===== src/rtl/alu_pkg.sv =====
// rtl/alu_pkg.sv - opcode constants and FSM state type shared by the sequential ALU
package alu_pkg;

    localparam logic [7:0] OP_ADD = 8'h2B;
    localparam logic [7:0] OP_SUB = 8'h2D;
    localparam logic [7:0] OP_MUL = 8'h2A;
    localparam logic [7:0] OP_DIV = 8'h2F;
    localparam logic [7:0] OP_AND = 8'h26;
    localparam logic [7:0] OP_OR  = 8'h7C;

    typedef enum logic {
        IDLE = 1'b0,
        DIV  = 1'b1
    } state_t;

endpackage


===== src/rtl/seq_divider.sv =====
// rtl/seq_divider.sv - restoring divider, one quotient bit per clock, MSB first
module seq_divider #(
    parameter int WIDTH = 8
) (
    input  logic             clock,
    input  logic             reset,
    input  logic             start,
    input  logic [WIDTH-1:0] dividend,
    input  logic [WIDTH-1:0] divisor,
    output logic             done,
    output logic [WIDTH-1:0] quotient,
    output logic [WIDTH-1:0] remainder
);

    localparam int CW = $clog2(WIDTH);
    localparam logic [CW-1:0] LAST = CW'(WIDTH - 1);

    logic             busy;
    logic [CW-1:0]    count;
    logic [WIDTH-1:0] rem_q;
    logic [WIDTH-1:0] quo_q;
    logic [WIDTH-1:0] div_q;

    logic [WIDTH:0]   trial;
    logic [WIDTH:0]   diff;
    logic             fits;
    logic [WIDTH-1:0] rem_next;
    logic [WIDTH-1:0] quo_next;

    // The quotient register doubles as the dividend shifter: its MSB feeds the
    // partial remainder while new quotient bits enter at the LSB.
    always_comb begin
        trial    = {rem_q, quo_q[WIDTH-1]};
        diff     = trial - {1'b0, div_q};
        fits     = (trial >= {1'b0, div_q});
        rem_next = fits ? diff[WIDTH-1:0] : trial[WIDTH-1:0];
        quo_next = {quo_q[WIDTH-2:0], fits};
    end

    // Outputs are the values produced by the current iteration, so the final
    // result is available in the same cycle that done is raised.
    assign done      = busy && (count == LAST);
    assign quotient  = quo_next;
    assign remainder = rem_next;

    always_ff @(posedge clock or negedge reset) begin
        if (!reset) begin
            busy  <= 1'b0;
            count <= '0;
            rem_q <= '0;
            quo_q <= '0;
            div_q <= '0;
        end else if (start) begin
            busy  <= 1'b1;
            count <= '0;
            rem_q <= '0;
            quo_q <= dividend;
            div_q <= divisor;
        end else if (busy) begin
            rem_q <= rem_next;
            quo_q <= quo_next;
            count <= count + CW'(1);
            if (done) begin
                busy <= 1'b0;
            end
        end
    end

endmodule


===== src/rtl/alu_seq_unit.sv =====
// rtl/alu_seq_unit.sv - WIDTH-bit ALU with handshake, registered results and iterative divide
module alu_seq_unit
    import alu_pkg::*;
#(
    parameter int WIDTH = 8
) (
    input  logic             clock,
    input  logic             reset,
    input  logic             in_valid,
    output logic             in_ready,
    input  logic [WIDTH-1:0] data_a,
    input  logic [WIDTH-1:0] data_b,
    input  logic [7:0]       operation,
    output logic             out_valid,
    output logic [WIDTH-1:0] result_data,
    output logic [WIDTH-1:0] result_hi,
    output logic             overflow,
    output logic             div_by_zero,
    output logic             zero
);

    state_t state_q;
    state_t state_d;

    logic accept;
    logic div_start;
    logic single_done;
    logic div_done;

    logic [WIDTH-1:0]   div_quotient;
    logic [WIDTH-1:0]   div_remainder;

    logic [WIDTH:0]     sum;
    logic [2*WIDTH-1:0] prod;
    logic [WIDTH-1:0]   alu_lo;
    logic [WIDTH-1:0]   alu_hi;
    logic               alu_ovf;
    logic               alu_dbz;

    assign accept      = in_valid && in_ready;
    assign div_start   = accept && (operation == OP_DIV) && (data_b != '0);
    assign single_done = accept && !div_start;

    seq_divider #(.WIDTH(WIDTH)) u_divider (
        .clock     (clock),
        .reset     (reset),
        .start     (div_start),
        .dividend  (data_a),
        .divisor   (data_b),
        .done      (div_done),
        .quotient  (div_quotient),
        .remainder (div_remainder)
    );

    always_ff @(posedge clock or negedge reset) begin
        if (!reset) begin
            state_q <= IDLE;
        end else begin
            state_q <= state_d;
        end
    end

    always_comb begin
        state_d = state_q;
        case (state_q)
            IDLE:    if (div_start) state_d = DIV;
            DIV:     if (div_done)  state_d = IDLE;
            default: state_d = IDLE;
        endcase
    end

    always_comb begin
        in_ready = (state_q == IDLE);
    end

    // Single-cycle datapath, including the divide-by-zero shortcut.
    always_comb begin
        sum     = {1'b0, data_a} + {1'b0, data_b};
        prod    = {{WIDTH{1'b0}}, data_a} * {{WIDTH{1'b0}}, data_b};
        alu_lo  = '0;
        alu_hi  = '0;
        alu_ovf = 1'b0;
        alu_dbz = 1'b0;
        case (operation)
            OP_ADD: begin
                alu_lo  = sum[WIDTH-1:0];
                alu_hi  = {{(WIDTH-1){1'b0}}, sum[WIDTH]};
                alu_ovf = sum[WIDTH];
            end
            OP_SUB: begin
                alu_lo  = data_a - data_b;
                alu_ovf = (data_a < data_b);
            end
            OP_MUL: begin
                alu_lo  = prod[WIDTH-1:0];
                alu_hi  = prod[2*WIDTH-1:WIDTH];
                alu_ovf = (prod[2*WIDTH-1:WIDTH] != '0);
            end
            OP_DIV: begin
                alu_lo  = '1;
                alu_hi  = data_a;
                alu_dbz = 1'b1;
            end
            OP_AND:  alu_lo = data_a & data_b;
            OP_OR:   alu_lo = data_a | data_b;
            default: alu_lo = '0;
        endcase
    end

    always_ff @(posedge clock or negedge reset) begin
        if (!reset) begin
            out_valid   <= 1'b0;
            result_data <= '0;
            result_hi   <= '0;
            overflow    <= 1'b0;
            div_by_zero <= 1'b0;
            zero        <= 1'b0;
        end else begin
            out_valid <= single_done || div_done;
            if (single_done) begin
                result_data <= alu_lo;
                result_hi   <= alu_hi;
                overflow    <= alu_ovf;
                div_by_zero <= alu_dbz;
                zero        <= ({alu_hi, alu_lo} == '0);
            end else if (div_done) begin
                result_data <= div_quotient;
                result_hi   <= div_remainder;
                overflow    <= 1'b0;
                div_by_zero <= 1'b0;
                zero        <= ({div_remainder, div_quotient} == '0);
            end
        end
    end

endmodule


===== config.mk =====
export PLATFORM = sky130hd
export DESIGN_NAME = alu_seq_unit
export DESIGN_NICKNAME = d
export VERILOG_FILES = /design/src/rtl/alu_pkg.sv /design/src/rtl/seq_divider.sv /design/src/rtl/alu_seq_unit.sv
export SDC_FILE = /design/constraint.sdc
export NUM_CORES = 1
export LEC_CHECK = 0
export CAP_MARGIN = 0
export CORE_ASPECT_RATIO = 1.2
export CORE_MARGIN = 1
export CORE_UTILIZATION = 35
export DETAILED_ROUTE_END_ITERATION = 16
export PLACE_DENSITY = 0.62
export SYNTH_ARGS = -nofsm -noshare
export SYNTH_HDL_FRONTEND = slang
export SYNTH_HIERARCHICAL = 1
export SYNTH_SLANG_ARGS = --single-unit

===== constraint.sdc =====
create_clock -name clock -period 4.35 [get_ports clock]
set_input_delay 0.6525 -clock clock [delete_from_list [all_inputs] [get_ports clock]]
set_output_delay 0.6525 -clock clock [all_outputs]
set_load 0.02 [all_outputs]

## Yosys cells after proc, flatten, opt, wreduce, memory -nomap -nowiden

Cells that the tools add are included.
W data, S select, Z words.

| storage, ports and cells | value |
|---|---|
| flip-flop bits (word level) | 49 |
| input port bits | 27 |
| output and inout port bits | 21 |
| word-level logic and storage cells | 67 |

| operators by class | value |
|---|---|
| add/sub/neg operators | 4 |
| multipliers | 1 |
| $lt $le $gt $ge | 2 |
| eq/ne operators | 7 |
| muxes and demuxes | 25 |
| bitwise logic cells | 3 |
| reductions and logical operators | 13 |

Operators with widths:

| kind | count |
|---|---|
| $mux W8 | 9 |
| $pmux W8 S6 | 1 |
| $eq A8 B6 Y1 const B | 5 |
| $logic_not A16 Y1 | 2 |
| $pmux W8 S3 | 1 |
| $mul A8 B8 Y16 | 1 |
| $reduce_bool A8 Y1 | 2 |
| $sub A8 B8 Y8 | 2 |
| $mux W1 | 10 |
| $add A8 B8 Y9 | 1 |
| $ge A9 B8 Y1 | 1 |
| $and A8 B8 Y8 | 1 |
| $eq A8 B7 Y1 const B | 1 |
| $lt A8 B8 Y1 | 1 |
| $or A8 B8 Y8 | 1 |
| $mux W3 | 2 |
| $logic_and A1 B1 Y1 | 5 |
| $reduce_bool A2 Y1 | 2 |
| $add A3 B1 Y3 const B | 1 |
| $eq A3 B3 Y1 const B | 1 |
| $pmux W1 S3 | 1 |
| $pmux W1 S2 | 1 |
| $logic_not A1 Y1 | 1 |
| $logic_or A1 B1 Y1 | 1 |
| $not A1 Y1 | 1 |

## Depth between registers and ports, before layout

Gate-level depths: netlist of the first run.

| logic depth | value |
|---|---|
| word-level depth | 7 |
| depth in mapped cells | 19 |
| gate-level depth less buffers | 19 |

## Cells and area by module

Netlist of the first run, hierarchy kept.

Modules (own cells, without submodules):

| module | instances | cells an instance | area an instance (sq um) | seq. area each (sq um) |
|---|---|---|---|---|
| alu_seq_unit | 1 | 529 | 4286.6 | 525.5 |
| seq_divider | 1 | 191 | 1759.2 | 700.7 |

## Worst setup path before layout of the first run

No wires, ideal clock.

| timing | value |
|---|---|
| kind | input to register |
| start point | in data_a[2] |
| end point | reg overflow |
| library setup time | 0.126 ns |
| data arrival time | 5.399 ns |
| data required time | 4.224 ns |
| slack | -1.176 ns |
| stages | 17 |
| path buffers | 0 |
| cells stage by stage | clkinv_1 nor2_1 fa_1 fa_1 fa_1 inv_1 fa_1 inv_1 ha_1 and3_2 a221oi_2 o22ai_1 xnor2_1 and3b_1 o2111ai_1 or4b_1 a311o_1 |

| between the ends | value |
|---|---|
| cells in the longest elaborated chain, start to end | 4 |
| elaborated cells on any way between the ends | 6 |
| classes of those cells | add/sub: 1; mul: 1; order compare: 1; mux: 2; reduce/logical: 1 |

Ends and longest elaborated chain:

| item | RTL line | source |
|---|---|---|
| from (decl) | alu_seq_unit.sv:11 | `input logic [WIDTH-1:0] data_a,` |
| $mul A8 B8 Y16 | alu_seq_unit.sv:79 | `prod = {{WIDTH{1'b0}}, data_a} * {{WIDTH{1'b0}}, data_b};` |
| $reduce_bool A8 Y1 | alu_seq_unit.sv:97 | `alu_ovf = (prod[2*WIDTH-1:WIDTH] != '0);` |
| $pmux W1 S3 * | alu_seq_unit.sv:84 | `case (operation)` |
| $mux W1 * | alu_seq_unit.sv:120 | `if (single_done) begin` |
| to (signal assigned) | alu_seq_unit.sv:123 | `overflow <= alu_ovf;` |
| to (decl) | alu_seq_unit.sv:17 | `output logic overflow,` |

Every way passes the cells marked *; elsewhere a longest branch is shown, timed or not.
A chain may end at the register's enable or synchronous reset.

## Worst setup path after layout of the first run

| timing | value |
|---|---|
| start point | in data_b[6] |
| end point | reg overflow |

| between the ends | value |
|---|---|
| cells in the longest elaborated chain, start to end | 5 |
| elaborated cells on any way between the ends | 11 |
| classes of those cells | add/sub: 1; mul: 1; order compare: 1; mux: 2; reduce/logical: 6 |

Ends and longest elaborated chain:

| item | RTL line | source |
|---|---|---|
| from (decl) | alu_seq_unit.sv:12 | `input logic [WIDTH-1:0] data_b,` |
| parallel branches: the longest is 5 deep, another holds $mul A8 B8 Y16 | -- |  |

Parallel ways; which one is timed is not known.

==> results of run 1 <==
state kept, by name, summed over array words and instances (netlist names), 3 cells and up:
name	flops
result_data	8
u_divider/quo_q	8
u_divider/rem_q	8
u_divider/count	3
result_hi	8
u_divider/div_q	8
per-layer routing:
metal	part of all wire (%)	track usage (%)
met5	0	0
met4	2.9	7.59
met3	3.5	1.80
met2	53	39.0
met1	41	25.9
cells in the final DEF, fill, tap and decap left out, types with 6 or more instances in the layout:
cell type and count:
a211oi_1 15, a21oi_1 29, a21oi_2 13, a31oi_1 8
buf_12 6, buf_4 117, buf_6 19, clkdlybuf4s50_1 30
dfrtp_1 49, fa_1 35, ha_1 59, ha_4 11
inv_1 61, inv_2 14, inv_4 6, mux2_2 6
mux2i_1 17, nand2_1 50, nand3_1 6, nand4_1 8
nor2_1 65, nor2_2 11, nor2_4 10, nor2b_1 16
nor4_1 6, o21ai_0 34, xnor2_1 7, xor2_1 7
metrics by stage:
| step | setup TNS [ns] | hold slack (ns) |
|---|---|---|
| finish | -3.05 | 0.457 |
| global route | -4.95 | 0.516 |
| CTS | -3.01 | 0.476 |
| detailed placement | -15.83 | 0.519 |
| global placement | -15.72 | 0.509 |
| floorplan | -1.24 | 0.357 |
final cells by class:
type,instances,share of cell area (%)
clock buffers,6,1.63
clock inverters,2,0.440
inverters,88,4.34
multi-input cells,550,57.1
flip-flops and latches,49,14.4
well taps,216,3.17
repair buffers,181,18.9
power breakdown:
group / switching, mW / total, mW / leakage (nW) / internal (mW)
logic: 1.41 / 2.85 / 3.17 / 1.44
clock network: 0.172 / 0.459 / 0.0831 / 0.287
registers: 0.0892 / 0.652 / 0.573 / 0.562
how the worst min path moves through the flow:
stage                                           endpoint  slack [ns]
after floorplan                  div_by_zero$_DFFE_PN0P_        0.36
after global placement    u_divider/count[1]$_DFFE_PN0P_        0.51
after detailed placement  u_divider/div_q[4]$_DFFE_PN0P_        0.52
after CTS                 u_divider/div_q[0]$_DFFE_PN0P_        0.48
after global routing      u_divider/div_q[1]$_DFFE_PN0P_        0.52
final                     u_divider/div_q[0]$_DFFE_PN0P_        0.46
critical path, stage by stage:
cell        delay, ns
buf_6            0.10
clkinvlp_4       0.16
nor2_4           0.14
fa_1             0.43
fa_1             0.53
fa_1             0.51
inv_1            0.06
fa_1             0.55
inv_1            0.07
ha_4             0.28
nand4_1          0.11
a21oi_2          0.20
nor3_2           0.09
buf_4            0.14
o2111ai_1        0.19
and3b_1          0.19
o2111ai_1        0.10
or4b_1           0.48
a311o_1          0.27
kinds of logic after synthesis:
family,synth area share [%]
DFF,20.3
buffers and inverters,8.28
adders and majority gates,27.4
AOI/OAI and AO/OA,18.7
muxes,4.10
xor gates and xnor gates,3.02
and+or+nand+nor,18.3
timing repair:
| item | in CTS | in global routing |
|---|---|---|
| hold buffers | 0 | 0 |
| buffers inserted | 17 | 18 |
| gates cloned | 0 | 0 |
| resized for setup | 143 | 99 |
| pin swaps | 48 | 44 |
| hold endpoints to repair | 0 | 0 |
| endpoints found under the setup margin | 14 | 13 |
==> impl_metrics.env, run 1 <==
export IMPL_status="complete, but fails checks"
export IMPL_failed_checks="setup timing"
export IMPL_ys_top_cells_by_area="dfrtp_1, ha_1, fa_1"
export IMPL_instances_no_fill=1092
export IMPL_final_area_um2=8530
export IMPL_fmax_ghz=0.197
export IMPL_drc=0
export IMPL_post_drt_wl_per_cell_um=17.1
export IMPL_final_util_pct=50.4
export IMPL_avgSynthCellArea_um2=8.40
export IMPL_synth_most_common_cell="nor2_1"
export IMPL_place_ws_ns=-1.74
export IMPL_cp_start_kind="primary input"
export IMPL_io_pins=48
export IMPL_setup_viol=9
export IMPL_cts_buffers=5
export IMPL_routed_wl_um=18700
export IMPL_r2r_end="zero$_DFFE_PN0P_"
export IMPL_placed_cell_area_um2=7500
export IMPL_tightestPinTransition_ns=1.19
export IMPL_die_area_um2=17800
export IMPL_crit_path_end_kind="flip-flop"
export IMPL_cellLeakagePower_nw=3.82
export IMPL_regArea_um2=1230
export IMPL_dpl_hpwl_um=15100
export IMPL_crit_end="overflow$_DFFE_PN0P_"
export IMPL_setup_slack_ns=-0.738
export IMPL_ys_seq_area_share_pct=20.3
export IMPL_synth_edf_count=0
export IMPL_cts_root_buffer="clkbuf_16"
export IMPL_nets=1011
export IMPL_grt_max_degree=50
export IMPL_syn_nets=856
export IMPL_gp_congestion=0.933
export IMPL_power_density_nw_per_um2=465
export IMPL_std_cell_rows=52
export IMPL_yosysTopAreaCell="dfrtp_1"
export IMPL_layout_min_cycle_time_ns=5.09
export IMPL_grt_pass1_wl_um=29900
export IMPL_yosysWarnings=6
export IMPL_synth_area_um2=6050
export IMPL_cts_sinks=49
export IMPL_rsz0062_at_grt="true"
export IMPL_hold_viol=0
export IMPL_multi_input_area_um2=4880
export IMPL_synthToLayoutAreaGrowth_pct=41.1
export IMPL_start_util_pct=35.7
export IMPL_synth_top_cells_by_count="nor2_1, inv_1, ha_1, nand2_1, dfrtp_1"
export IMPL_place_inst=1055
export IMPL_ant_nets=0
export IMPL_grt_pass1_vias=5952
export IMPL_drv_slew=0
export IMPL_drive_gt1_share_pct=32.9
export IMPL_ys_ff_latch=49
export IMPL_io_buffers=47
export IMPL_final_period_utilization_pct=117
export IMPL_required_ns=4.53
export IMPL_r2r_cells=12
export IMPL_routed_via_density=5.28
export IMPL_async_reset_ff_share_pct=100
export IMPL_finalClockSkew_ns=0.00537
export IMPL_cts_buffer_depth=2
export IMPL_antenna_found_initial=0
export IMPL_drv_cap=0
export IMPL_yosysUniqueCellTypes=75
export IMPL_cts_tree="done"
export IMPL_path_max_fanout=4
export IMPL_relSlewSlack_pct=20.9
export IMPL_synth_cells=720
export IMPL_die_h_um=146
export IMPL_peakVddDrop_mv=0.285
export IMPL_firstDrtPassIters=4
export IMPL_insertion_delay_ns=0.29
export IMPL_ys_flop_type="dfrtp_1"
export IMPL_die_w_um=122
export IMPL_path_clk_slew_ns=0.07
export IMPL_num_fill_cells=1566
export IMPL_vias=5763
export IMPL_htreeDepth=2
export IMPL_crit_type="in -> reg"
export IMPL_grt_total_usage_pct=21.5
export IMPL_synth_top_area_share_pct=20.3
export IMPL_hold_path_class="in -> async"
export IMPL_total_power_mw=3.96
export IMPL_r2r_setup_slack_ns=1.09
export IMPL_antenna_cells=0
export IMPL_overflow=0
export IMPL_arrival_ns=5.27
export IMPL_crit_path_start="data_b[6]"
export IMPL_r2r_start="u_divider/rem_q[5]$_DFFE_PN0P_"
export IMPL_core_area_um2=16900
export IMPL_drt_iter0_markers=282
Note: power is estimated with default switching activity, not from simulation.
==> run 2: changes to the inputs <==
--- a/config.mk
+++ b/config.mk
@@ -9,6 +9,7 @@
 export CORE_ASPECT_RATIO = 1.2
 export CORE_MARGIN = 1
 export CORE_UTILIZATION = 35
+export CTS_CLUSTER_DIAMETER = 50
 export DETAILED_ROUTE_END_ITERATION = 16
 export PLACE_DENSITY = 0.62
 export SYNTH_ARGS = -nofsm -noshare
==> constraint.sdc (replaced) <==
create_clock -name clock -period 6.15 [get_ports clock]
set_input_delay 0.9225 -clock clock [delete_from_list [all_inputs] [get_ports clock]]
set_output_delay 0.9225 -clock clock [all_outputs]
set_load 0.02 [all_outputs]
==> impl_metrics.env, run 2 (same netlist as run 1, synthesis figures left out) <==
export IMPL_status="completed"
export IMPL_dpl_hpwl_um=14900
export IMPL_antenna_cells=0
export IMPL_firstDrtPassIters=7
export IMPL_placed_cell_area_um2=7200
export IMPL_p_int_mw=1.22
export IMPL_drv_slew=0
export IMPL_core_area_um2=16900
export IMPL_rsz0062_at_grt="false"
export IMPL_finalClockSkew_ns=0.00650
export IMPL_drc=0
export IMPL_grt_pass1_wl_um=29300
export IMPL_routed_via_density=5.34
export IMPL_required_ns=6.33
export IMPL_die_h_um=146
export IMPL_io_buffers=47
export IMPL_relSlewSlack_pct=27.8
export IMPL_multi_input_area_um2=4340
export IMPL_final_area_um2=7400
export IMPL_regArea_um2=1230
export IMPL_hold_viol=0
export IMPL_cts_buffer_depth=2
export IMPL_grt_pass1_vias=5588
export IMPL_power_density_nw_per_um2=293
export IMPL_grt_total_usage_pct=21.4
export IMPL_drv_cap=0
export IMPL_fmax_ghz=0.169
export IMPL_final_cell_mix="inv_1, nor2_1, buf_4, ha_1, nand2_1"
export IMPL_cts_sinks=49
export IMPL_hold_depth=1
export IMPL_cts_root_buffer="clkbuf_16"
export IMPL_cts_buffers=5
export IMPL_hold_path_class="reg -> reg"
export IMPL_nets=955
export IMPL_switchingPower_mw=0.944
export IMPL_total_power_mw=2.17
export IMPL_min_to="u_divider/div_q[0]$_DFFE_PN0P_"
export IMPL_path_max_fanout=3
export IMPL_r2r_end="zero$_DFFE_PN0P_"
export IMPL_cts_setup_buffers=0
export IMPL_cp_start_kind="primary input"
export IMPL_antenna_found_initial=0
export IMPL_ant_nets=0
export IMPL_hp_start="u_divider/div_q[0]$_DFFE_PN0P_"
export IMPL_drive_gt1_share_pct=14.8
export IMPL_die_w_um=122
export IMPL_io_pins=48
export IMPL_htreeDepth=2
export IMPL_final_util_pct=43.8
export IMPL_die_area_um2=17800
export IMPL_cellLeakagePower_nw=3.52
export IMPL_cts_tree="done"
export IMPL_p_sw_share_pct=43.6
export IMPL_arrival_ns=6.11
export IMPL_r2r_cells=12
export IMPL_r2r_setup_slack_ns=2.81
export IMPL_final_common_cell="inv_1"
export IMPL_r2r_start="u_divider/rem_q[5]$_DFFE_PN0P_"
export IMPL_post_drt_wl_per_cell_um=17.5
export IMPL_final_setup_tns_ns=0
export IMPL_drt_iter0_markers=383
export IMPL_crit_path_start="data_a[7]"
export IMPL_routed_wl_um=18200
export IMPL_crit_path_end_kind="flip-flop"
export IMPL_final_period_utilization_pct=96.5
export IMPL_std_cell_rows=52
export IMPL_setup_viol=0
export IMPL_vias=5535
export IMPL_grt_max_degree=50
export IMPL_gp_congestion=0.947
export IMPL_clkPwrFrac_pct=13.3
export IMPL_num_fill_cells=1711
export IMPL_start_util_pct=35.7
export IMPL_tightestPinTransition_ns=1.06
export IMPL_synthToLayoutAreaGrowth_pct=22.4
export IMPL_peakVddDrop_mv=0.159
export IMPL_comb_power_share_pct=65.0
export IMPL_insertion_delay_ns=0.29
export IMPL_layout_min_cycle_time_ns=5.93
export IMPL_path_clk_slew_ns=0.06
export IMPL_pwr_share_seq_pct=21.7
export IMPL_crit_type="in -> reg"
export IMPL_overflow=0
## run 2: changes by cell type in the layout (fill, tap and decap cells not counted), sizes merged
cell           before  now
clkinvlp            5    0
bufinv              1    0
clkdlybuf4s50      30   34
dlymetal6s2s        2   12
buf               148   79
inv                81   86
## run 2: stage by stage
stage          hold slack [ns]  cells  setup WS (ns)
6_report                 0.527   1036          0.217
5_1_grt                  0.550   1036        0.00657
4_1_cts                  0.527   1036        0.00516
3_5_place_dp             0.510   1028         -0.298
3_3_place_gp             0.497   1028         -0.229
2_1_floorplan            0.485    720          0.354
## run 2: worst max-delay path, cell delays in order
cell and delay [ns]:
clkdlybuf4s50_1 0.54, clkinv_1 0.18, nor2_1 0.20, fa_1 0.47, fa_1 0.49, fa_1 0.54
inv_1 0.05, fa_1 0.53, inv_1 0.04, ha_1 0.32, nand4_1 0.10, a21oi_1 0.06
nor3_1 0.33, xor2_1 0.30, o2111ai_1 0.16, or4b_1 0.51, a311o_1 0.35
## run 2: power groups by stage
stage | clock [mW] | combinational [mW] | sequential (mW)
5_1_grt | 0.311 | 1.56 | 0.482
4_1_cts | 0.301 | 1.40 | 0.470
3_3_place_gp | 0 | 1.39 | 0.475
6_report | 0.289 | 1.41 | 0.469
3_5_place_dp | 0 | 1.40 | 0.475
2_1_floorplan | 0 | 0.947 | 0.462
## run 2: repair_timing
item,4_1_cts,5_1_grt
resized for setup,0,18
setup endpoints to repair,0,2
hold buffers,0,0
endpoints found under the hold margin,0,0
## run 2: worst max-delay path by stage
stage,to,cells after the start
floorplan,overflow$_DFFE_PN0P_,17
global placement,overflow$_DFFE_PN0P_,19
detailed placement,overflow$_DFFE_PN0P_,19
CTS,overflow$_DFFE_PN0P_,19
global route,overflow$_DFFE_PN0P_,19
finish,overflow$_DFFE_PN0P_,17
## run 2: layer usage
metal	vias up	track usage, %	wire length, um
met5	-	0	0
met4	0	8.89	684
met3	40	1.80	694
met2	151	36.6	9100
met1	2662	27.3	7700
li1	2682	-	-
## run 2: layout make-up
type                       instances  share of cell area, %
multi-input combinational        550                   58.6
clock buffer                       7                   2.06
tap                              216                   3.65
sequential                        49                   16.6
inverter                          88                   4.46
clock inverter                     1                 0.0676
timing repair buffer             125                   14.6
==> run 3: changes to the inputs <==
--- a/config.mk
+++ b/config.mk
@@ -5,7 +5,6 @@
 export SDC_FILE = /design/constraint.sdc
 export NUM_CORES = 1
 export LEC_CHECK = 0
-export CAP_MARGIN = 0
 export CORE_ASPECT_RATIO = 1.2
 export CORE_MARGIN = 1
 export CORE_UTILIZATION = 35
==> results of run 3 <==
Same layout as run 2: the final DEF is identical, and so are final timing and power.
